==> src/rtl/plic_claim_arb_if.sv <==
// plic_claim_arb_if: claim/complete handshake between the PLIC register file and the arbiter core
//  claim_i      register file -> arbiter  one-cycle claim strobe
//  claim_id_o   arbiter -> register file  claimed ID, valid with claim_vld_o
//  claim_vld_o  arbiter -> register file  one-cycle pulse, one cycle after claim_i
//  cmpl_i       register file -> arbiter  one-cycle complete strobe
//  cmpl_id_i    register file -> arbiter  ID being completed
interface plic_claim_arb_if #(parameter int ID_W = 4);
  logic            claim_i;
  logic [ID_W-1:0] claim_id_o;
  logic            claim_vld_o;
  logic            cmpl_i;
  logic [ID_W-1:0] cmpl_id_i;
  modport master (output claim_i, cmpl_i, cmpl_id_i, input claim_id_o, claim_vld_o);
  modport slave (input claim_i, cmpl_i, cmpl_id_i, output claim_id_o, claim_vld_o);
endinterface

==> src/rtl/plic_claim_arb.sv <==
// plic_claim_arb: gateway, pending/in-service tracking and priority arbiter for one PLIC hart context
//  clk, rst_n  clock and asynchronous active-low reset
//  src_i       level interrupt lines, bit k = source ID k+1
//  en_i        per-source enable
//  prio_i      priority of ID k+1 at [k*PRIO_W +: PRIO_W]
//  thr_i       context threshold
//  bus         claim/complete handshake (slave side)
//  pend_o      pending bits
//  irq_o       registered interrupt request to the core
module plic_claim_arb #(
  parameter int SRC_NUM = 15,
  parameter int PRIO_W  = 2,
  parameter int ID_W    = 4
) (
  input  logic                      clk,
  input  logic                      rst_n,
  input  logic [SRC_NUM-1:0]        src_i,
  input  logic [SRC_NUM-1:0]        en_i,
  input  logic [SRC_NUM*PRIO_W-1:0] prio_i,
  input  logic [PRIO_W-1:0]         thr_i,
  plic_claim_arb_if.slave           bus,
  output logic [SRC_NUM-1:0]        pend_o,
  output logic                      irq_o
);
  logic [SRC_NUM-1:0] pend, ins, set, clm_clr, cmp_clr;
  logic [ID_W-1:0]    best_id;
  logic [PRIO_W-1:0]  best_prio;
  // Ascending scan with strict '>' keeps the lowest ID on ties; starting at 0 excludes priority 0.
  always_comb begin
    best_id = '0;
    best_prio = '0;
    for (int k = 0; k < SRC_NUM; k++)
      if (pend[k] && en_i[k] && prio_i[k*PRIO_W +: PRIO_W] > best_prio) begin
        best_id = ID_W'(k + 1);
        best_prio = prio_i[k*PRIO_W +: PRIO_W];
      end
  end
  // IDs 0 and above SRC_NUM match no bit, so bad completes fall out naturally.
  always_comb begin
    set = src_i & en_i & ~pend & ~ins;
    clm_clr = '0;
    cmp_clr = '0;
    for (int k = 0; k < SRC_NUM; k++) begin
      clm_clr[k] = bus.claim_i && best_id == ID_W'(k + 1);
      cmp_clr[k] = bus.cmpl_i && bus.cmpl_id_i == ID_W'(k + 1);
    end
  end
  always_ff @(posedge clk or negedge rst_n)
    if (!rst_n) begin
      pend <= '0;
      ins <= '0;
      irq_o <= 1'b0;
      bus.claim_id_o <= '0;
      bus.claim_vld_o <= 1'b0;
    end else begin
      pend <= (pend | set) & ~clm_clr;
      ins <= (ins | clm_clr) & ~cmp_clr;
      irq_o <= best_prio > thr_i;
      bus.claim_vld_o <= bus.claim_i;
      if (bus.claim_i) bus.claim_id_o <= best_id;
    end
  assign pend_o = pend;
endmodule
==> src/flat_wrapper.sv <==
// flat-port wrapper written by rule: the top's interface ports become plain ports
module plic_claim_arb_flat 
#(
  parameter int SRC_NUM = 15,
  parameter int PRIO_W  = 2,
  parameter int ID_W    = 4
)
  (clk, rst_n, src_i, en_i, prio_i, thr_i, pend_o, irq_o, bus_claim_i, bus_cmpl_i, bus_cmpl_id_i, bus_claim_id_o, bus_claim_vld_o);
  plic_claim_arb_if #(.ID_W(ID_W)) bus_i ();
  input  logic clk;
  input  logic rst_n;
  input  logic [SRC_NUM-1:0] src_i;
  input  logic [SRC_NUM-1:0] en_i;
  input  logic [SRC_NUM*PRIO_W-1:0] prio_i;
  input  logic [PRIO_W-1:0] thr_i;
  output logic [SRC_NUM-1:0] pend_o;
  output logic irq_o;
  input wire logic [$bits(bus_i.claim_i)-1:0] bus_claim_i;
  input wire logic [$bits(bus_i.cmpl_i)-1:0] bus_cmpl_i;
  input wire logic [$bits(bus_i.cmpl_id_i)-1:0] bus_cmpl_id_i;
  output wire logic [$bits(bus_i.claim_id_o)-1:0] bus_claim_id_o;
  output wire logic [$bits(bus_i.claim_vld_o)-1:0] bus_claim_vld_o;
  assign bus_i.claim_i = bus_claim_i;
  assign bus_i.cmpl_i = bus_cmpl_i;
  assign bus_i.cmpl_id_i = bus_cmpl_id_i;
  assign bus_claim_id_o = bus_i.claim_id_o;
  assign bus_claim_vld_o = bus_i.claim_vld_o;
  plic_claim_arb #(.SRC_NUM(SRC_NUM), .PRIO_W(PRIO_W), .ID_W(ID_W)) u_core (.clk(clk), .rst_n(rst_n), .src_i(src_i), .en_i(en_i), .prio_i(prio_i), .thr_i(thr_i), .bus(bus_i), .pend_o(pend_o), .irq_o(irq_o));
endmodule
==> config.mk <==
export PLATFORM = sky130hd
export DESIGN_NAME = plic_claim_arb_flat
export DESIGN_NICKNAME = d
export VERILOG_FILES = /design/src/rtl/plic_claim_arb_if.sv /design/src/rtl/plic_claim_arb.sv /design/src/flat_wrapper.sv
export SDC_FILE = /design/constraint.sdc
export NUM_CORES = 1
export LEC_CHECK = 0
export ABC_AREA = 1
export CAP_MARGIN = 20
export CORE_ASPECT_RATIO = 1.5
export CORE_UTILIZATION = 51
export DETAILED_ROUTE_END_ITERATION = 6
export PLACE_DENSITY = 0.89
export SYNTH_ARGS = -nofsm -noshare
export SYNTH_HDL_FRONTEND = slang
export SYNTH_SLANG_ARGS = --single-unit
==> constraint.sdc <==
create_clock -name clk -period 35.6 [get_ports clk]
set_clock_uncertainty 0.2 [all_clocks]
set_input_delay 5.34 -clock clk [delete_from_list [all_inputs] [get_ports clk]]
set_output_delay 5.34 -clock clk [all_outputs]
set_load 0.005 [all_outputs]
=== Yosys cells after proc, flatten, opt, wreduce, memory -nomap -nowiden ===
Cells that the tools add are included.

* Output and inout port bits: 21
* Logic and storage cells: 152
* Bits of input ports: 70
* Register bits: 36

* Multiplexer cells: 30
* Bitwise gates (word level): 11
* Reduce and logical (&&, ||, !) cells: 60
* Equal/unequal tests: 30
* Magnitude comparators: 16

{| class="wikitable"
|+ Operator list
! cell !! count
|-
| bitwise AND 15 bit || 5
|-
| == test 4 bit (second input constant) || 16
|-
| logical AND 1 bit || 60
|-
| NOT 15 bit || 4
|-
| 2-to-1 mux 4 bit || 14
|-
| == test 4 x 3 -> 1 bit (second input constant) || 8
|-
| > comparator 2 bit || 15
|-
| 2-to-1 mux 2 bit || 15
|-
| bitwise OR 15 bit || 2
|-
| == test 4 x 2 -> 1 bit (second input constant) || 4
|-
| == test 4 x 1 -> 1 bit (second input constant) || 2
|-
| > comparator 2 x 1 -> 1 bit (second input constant) || 1
|-
| 2-to-1 mux 1 bit || 1
|}

=== Depth between registers and ports, before layout ===
* Depth after elaboration: 49
* Depth in mapped cells: 110
* Mapped depth without buffers: 110

=== Worst setup path before layout ===
OpenSTA, ideal clock, no wires.

* Path type: input to register
* Start point: input port prio_i[1]
* End point: register u_core.ins[2]
* Stages: 101
* Library setup time: 0.071 ns
* Setup slack: 17.166 ns
* Data arrival time: 18.163 ns
* Path buffers: 0
* Required time: 35.329 ns
* Path through: nand3_1 -> ha_1 -> nand2_1 -> inv_2 -> nor2_4 -> nand2_2 -> o21ai_0 -> ha_1 -> or2_2 -> nand2_1 -> nand3_1 -> and2_1 -> ha_1 -> or2_2 -> nand2_1 -> nand2_1 -> nand3_1 -> nand2_1 -> (+65 left out) -> ha_1 -> a21oi_1 -> and3_1 -> inv_1 -> o21ai_0 -> ha_1 -> a21oi_1 -> a21oi_1 -> and3_1 -> inv_1 -> nand2_1 -> inv_1 -> nand3_2 -> nor3_1 -> nand2_1 -> nor2_1 -> nor2_1 -> nor2_1

* Word-level cells in the longest chain between the ends: 49
* Elaborated cells between the ends (all ways): 63
* Those cells by class: order compare (15); eq/ne (1); mux (29); bitwise (2); reduce/logical (16)

{| class="wikitable"
|+ RTL lines
! element !! RTL line !! text
|-
| start: declaration || flat_wrapper.sv:14 || <nowiki>input logic [SRC_NUM*PRIO_W-1:0] prio_i;</nowiki>
|-
| > comparator 2 x 1 -> 1 bit || plic_claim_arb.sv:33 || <nowiki>if (pend[k] && en_i[k] && prio_i[k*PRIO_W +: PRIO_W] > best_prio) begin</nowiki>
|-
| logical AND 1 bit || plic_claim_arb.sv:33 ||
|-
| 2-to-1 mux 2 bit || plic_claim_arb.sv:33 ||
|-
| > comparator 2 bit || plic_claim_arb.sv:33 ||
|-
| logical AND 1 bit || plic_claim_arb.sv:33 ||
|-
| 2-to-1 mux 2 bit || plic_claim_arb.sv:33 ||
|-
| > comparator 2 bit || plic_claim_arb.sv:33 ||
|-
| logical AND 1 bit || plic_claim_arb.sv:33 ||
|-
| (+33 left out) || - ||
|-
| 2-to-1 mux 2 bit || plic_claim_arb.sv:33 ||
|-
| > comparator 2 bit || plic_claim_arb.sv:33 ||
|-
| logical AND 1 bit || plic_claim_arb.sv:33 ||
|-
| 2-to-1 mux 4 bit (*) || plic_claim_arb.sv:33 ||
|-
| == test 4 x 2 -> 1 bit (*) || plic_claim_arb.sv:44 || <nowiki>clm_clr[k] = bus.claim_i && best_id == ID_W'(k + 1);</nowiki>
|-
| logical AND 1 bit (*) || plic_claim_arb.sv:44 ||
|-
| bitwise OR 15 bit (*) || plic_claim_arb.sv:57 || <nowiki>ins <= (ins | clm_clr) & ~cmp_clr;</nowiki>
|-
| bitwise AND 15 bit (*) || plic_claim_arb.sv:57 ||
|-
| end signal: assignment || plic_claim_arb.sv:57 ||
|-
| end: declaration || plic_claim_arb.sv:25 || <nowiki>logic [SRC_NUM-1:0] pend, ins, set, clm_clr, cmp_clr;</nowiki>
|}

Every way passes the cells marked *; elsewhere a longest branch is shown, timed or not.
A chain may end at the register's enable or synchronous reset.

=== Worst setup path in the final report ===
* Start point: input port en_i[0]
* End point: register u_core.ins[2]

* Word-level cells in the longest chain between the ends: 49
* Elaborated cells between the ends (all ways): 63
* Those cells by class: order compare (14); eq/ne (1); mux (29); bitwise (2); reduce/logical (17)

{| class="wikitable"
|+ RTL lines
! element !! RTL line !! text
|-
| start: declaration || flat_wrapper.sv:13 || <nowiki>input logic [SRC_NUM-1:0] en_i;</nowiki>
|-
| logical AND 1 bit (*) (2 in series) || plic_claim_arb.sv:33 ||
|-
| 2-to-1 mux 2 bit || plic_claim_arb.sv:33 ||
|-
| > comparator 2 bit || plic_claim_arb.sv:33 ||
|-
| logical AND 1 bit || plic_claim_arb.sv:33 ||
|-
| 2-to-1 mux 2 bit || plic_claim_arb.sv:33 ||
|-
| > comparator 2 bit || plic_claim_arb.sv:33 ||
|-
| logical AND 1 bit || plic_claim_arb.sv:33 ||
|-
| 2-to-1 mux 2 bit || plic_claim_arb.sv:33 ||
|-
| (+32 left out) || - ||
|-
| 2-to-1 mux 2 bit || plic_claim_arb.sv:33 ||
|-
| > comparator 2 bit || plic_claim_arb.sv:33 ||
|-
| logical AND 1 bit || plic_claim_arb.sv:33 ||
|-
| 2-to-1 mux 4 bit (*) || plic_claim_arb.sv:33 ||
|-
| == test 4 x 2 -> 1 bit (*) || plic_claim_arb.sv:44 ||
|-
| logical AND 1 bit (*) || plic_claim_arb.sv:44 ||
|-
| bitwise OR 15 bit (*) || plic_claim_arb.sv:57 ||
|-
| bitwise AND 15 bit (*) || plic_claim_arb.sv:57 ||
|}

Marked as above.

==> results.cfg <==
[synthesis]
async_flop_share_pct = 100
seq_area_frac_synth_pct = 31.4
syn_avg_cell_area_um2 = 6.75
synth_area_leaders = dfrtp_1 31%, nand2_1 12%, inv_1 10%
synth_nets = 514
synth_ff_type = dfrtp_1
synth_edf_count = 0
synth_top_area_share_pct = 31.4
syn_area_um2 = 2870
yosys_warnings = 0
ys_ff_latch = 36
synth_cell_types = 33
yosysTopAreaCell = dfrtp_1
synthCells = 425

[route]
avgViaCountPerCell = 5.26
vias = 3121
first_pass_iters = 5
routedWlPerCell_um = 13.1
drt_iter0_markers = 147
drtAntennaViolNets = 0
drc_errors = 0
routed_wl_um = 7770

[worst_setup_path]
critPathArrivalTime_ps = 20400
crit_slowest_cell = clkdlybuf4s50_1
slowest_delay_ps = 510
worst-endpoint-required_ps = 35610
start_kind = primary input
path_class = primary input to register
crit_family = simple AND/OR/NAND/NOR gates
setup.worst_path.end_class = register
crit_buf_inv = 8
path_common_cell = nand2_1
cp_max_fo = 7

[pwr]
switching_share_pct = 46.6
internal_power_mw = 0.162
power_density_nw_per_um2 = 76.3
power_mw = 0.303
p_clk_share_pct = 11.6
ir_drop_v = 0.0000515
power_frac_seq_pct = 23.5
leakagePower_nw = 2.05
power_frac_comb_pct = 64.9
p_sw_mw = 0.141

[sta]
tightest_slew_ps = 458
rsz0062_at_grt = no
max_slew_margin_pct = 69.5
hold_viol_final = 0
setup_viol = 0
fmax_ghz = 0.0491
period_minus_slack_ps = 20390
drv_slew = 0
fin_setup_tns_ps = 0
holdWs_ps = 310
timing.final.crit_share_pct = 57.3

[clock_tree]
numCtsBuffers = 5
cts-root-buf = clkbuf_8
postCtsSetupBuffers = 0
cts_resized = 0
cts_tree = done
cts_sinks = 36
clk_pin_slew_ps = 70
cts_max_level = 2
holdBufCountCts = 0
cts_max_path_buffers = 2
clk_latency_ps = 290

[layout]
fill_cells = 473
antennaDiodeCount = 0
final_util_pct = 72.8
layout-drive-gt1-share_pct = 8.99
finalNonFillerCells = 593
synthToLayoutAreaGrowth_pct = 38.3
num-nets-final = 611
final_cell_mix = 90 x nand2_1, 90 x clkdlybuf4s50_1, 79 x inv_1

[grt]
grt_usage_pct = 26.8
grt_first_pass_wirelength_um = 12700
overflow = 0
grt_max_degree = 37
antenna_found_initial = 0
grt_pass1_vias = 3076

[floorplan]
die-area_um2 = 5930
start_util_pct = 52.6
die_w_um = 63.2
num_rows = 33
ios = 91
core_um2 = 5450
fp.dieH_um = 93.8

[place]
place.gp.congestion = 0.871
hpwl_um = 6540
dp.cells = 585
port_buffers = 90

[job]
maxCapViolCount = 0

[status]
outcome = complete, no violations

[worst_hold_path]
hold_class = register to register
[kinds of logic (layout without fill, tap and decap cells)]
family | Yosys count | count (layout) | share of synthesized area, %
compound gates | 60 | 60 | 12.3
flops | 36 | 36 | 31.4
buf+inv | 87 | 185 | 11.4
simple gates | 223 | 223 | 36.5
fa+ha+maj | 19 | 19 | 8.29
[power by group through the flow]
stage               clock network, mW  logic (mW)  registers [mW]
finish                         0.0351       0.196          0.0711
global route                   0.0370       0.222          0.0727
CTS                            0.0354       0.197          0.0708
detailed placement                  0       0.196          0.0715
global placement                    0       0.185          0.0706
floorplan                           0       0.133          0.0699
[sequential cells by signal, summed over array words and instances (netlist names)]
| register | count |
|---|---|
| u_core.pend_o | 15 |
| u_core.irq_o | 1 |
| u_core.bus.claim_id_o | 4 |
| u_core.bus.claim_vld_o | 1 |
| u_core.ins | 15 |
[metrics by stage]
stage	cell area, um^2	setup WS [ps]
finish	3970	15210
global route	3970	13750
CTS	3970	15270
detailed placement	3860	15000
global placement	3860	15680
floorplan	2870	17170
[Yosys cell counts (2+ instances only)]
cell,count
a21oi_1,24
a31oi_1,13
inv_1,79
and3_1,2
nand3_2,6
nor2_1,52
dfrtp_1,36
nor3_1,12
o21ai_1,3
and2_1,6
nand3_1,31
nand2_4,3
nand2_2,10
nand2_1,90
nor2_2,2
ha_1,19
or2_2,4
inv_2,5
clkinv_1,2
o21ai_2,3
o21ai_0,11
[tightest hold or removal path, cell delays in order, from the launching register on]
cell and delay [ps]:
dfrtp_1 350, nor2_1 50, nor2_1 70
[per-layer routing]
layer / track usage, % / part of all wire [%] / up-vias
li1: - / - / 1554
met4: 13.3 / 3.7 / 0
met2: 51.4 / 54 / 94
met3: 2.31 / 3.5 / 26
met5: 0 / 0 / -
met1: 28.7 / 38 / 1447
[worst paths after layout]
kind	startpoint	endpoint	slack [ps]	cells after the start
worst min-delay path	u_core.ins[8]$_DFF_PN0_	u_core.ins[8]$_DFF_PN0_	310	2
worst min register to register	u_core.ins[8]$_DFF_PN0_	u_core.ins[8]$_DFF_PN0_	310	2
min in group asynchronous	rst_n	u_core.pend_o[2]$_DFF_PN0_	5270	2
max in group asynchronous	rst_n	u_core.ins[9]$_DFF_PN0_	29600	2
worst max register to register	u_core.pend_o[0]$_DFF_PN0_	u_core.ins[2]$_DFF_PN0_	20380	100
worst max-delay path	en_i[0]	u_core.ins[2]$_DFF_PN0_	15210	101
[area by class of cell]
cell class,instances,area (um^2),area share (%)
multi-input combinational,302,1640,41.3
timing repair buffer,91,908,22.9
sequential,36,901,22.7
inverter,86,323,8.14
tap,70,87.6,2.21
clock buffer,6,72.6,1.83
clock inverter,2,35.0,0.883
Note: power is estimated with default switching activity, not from simulation.
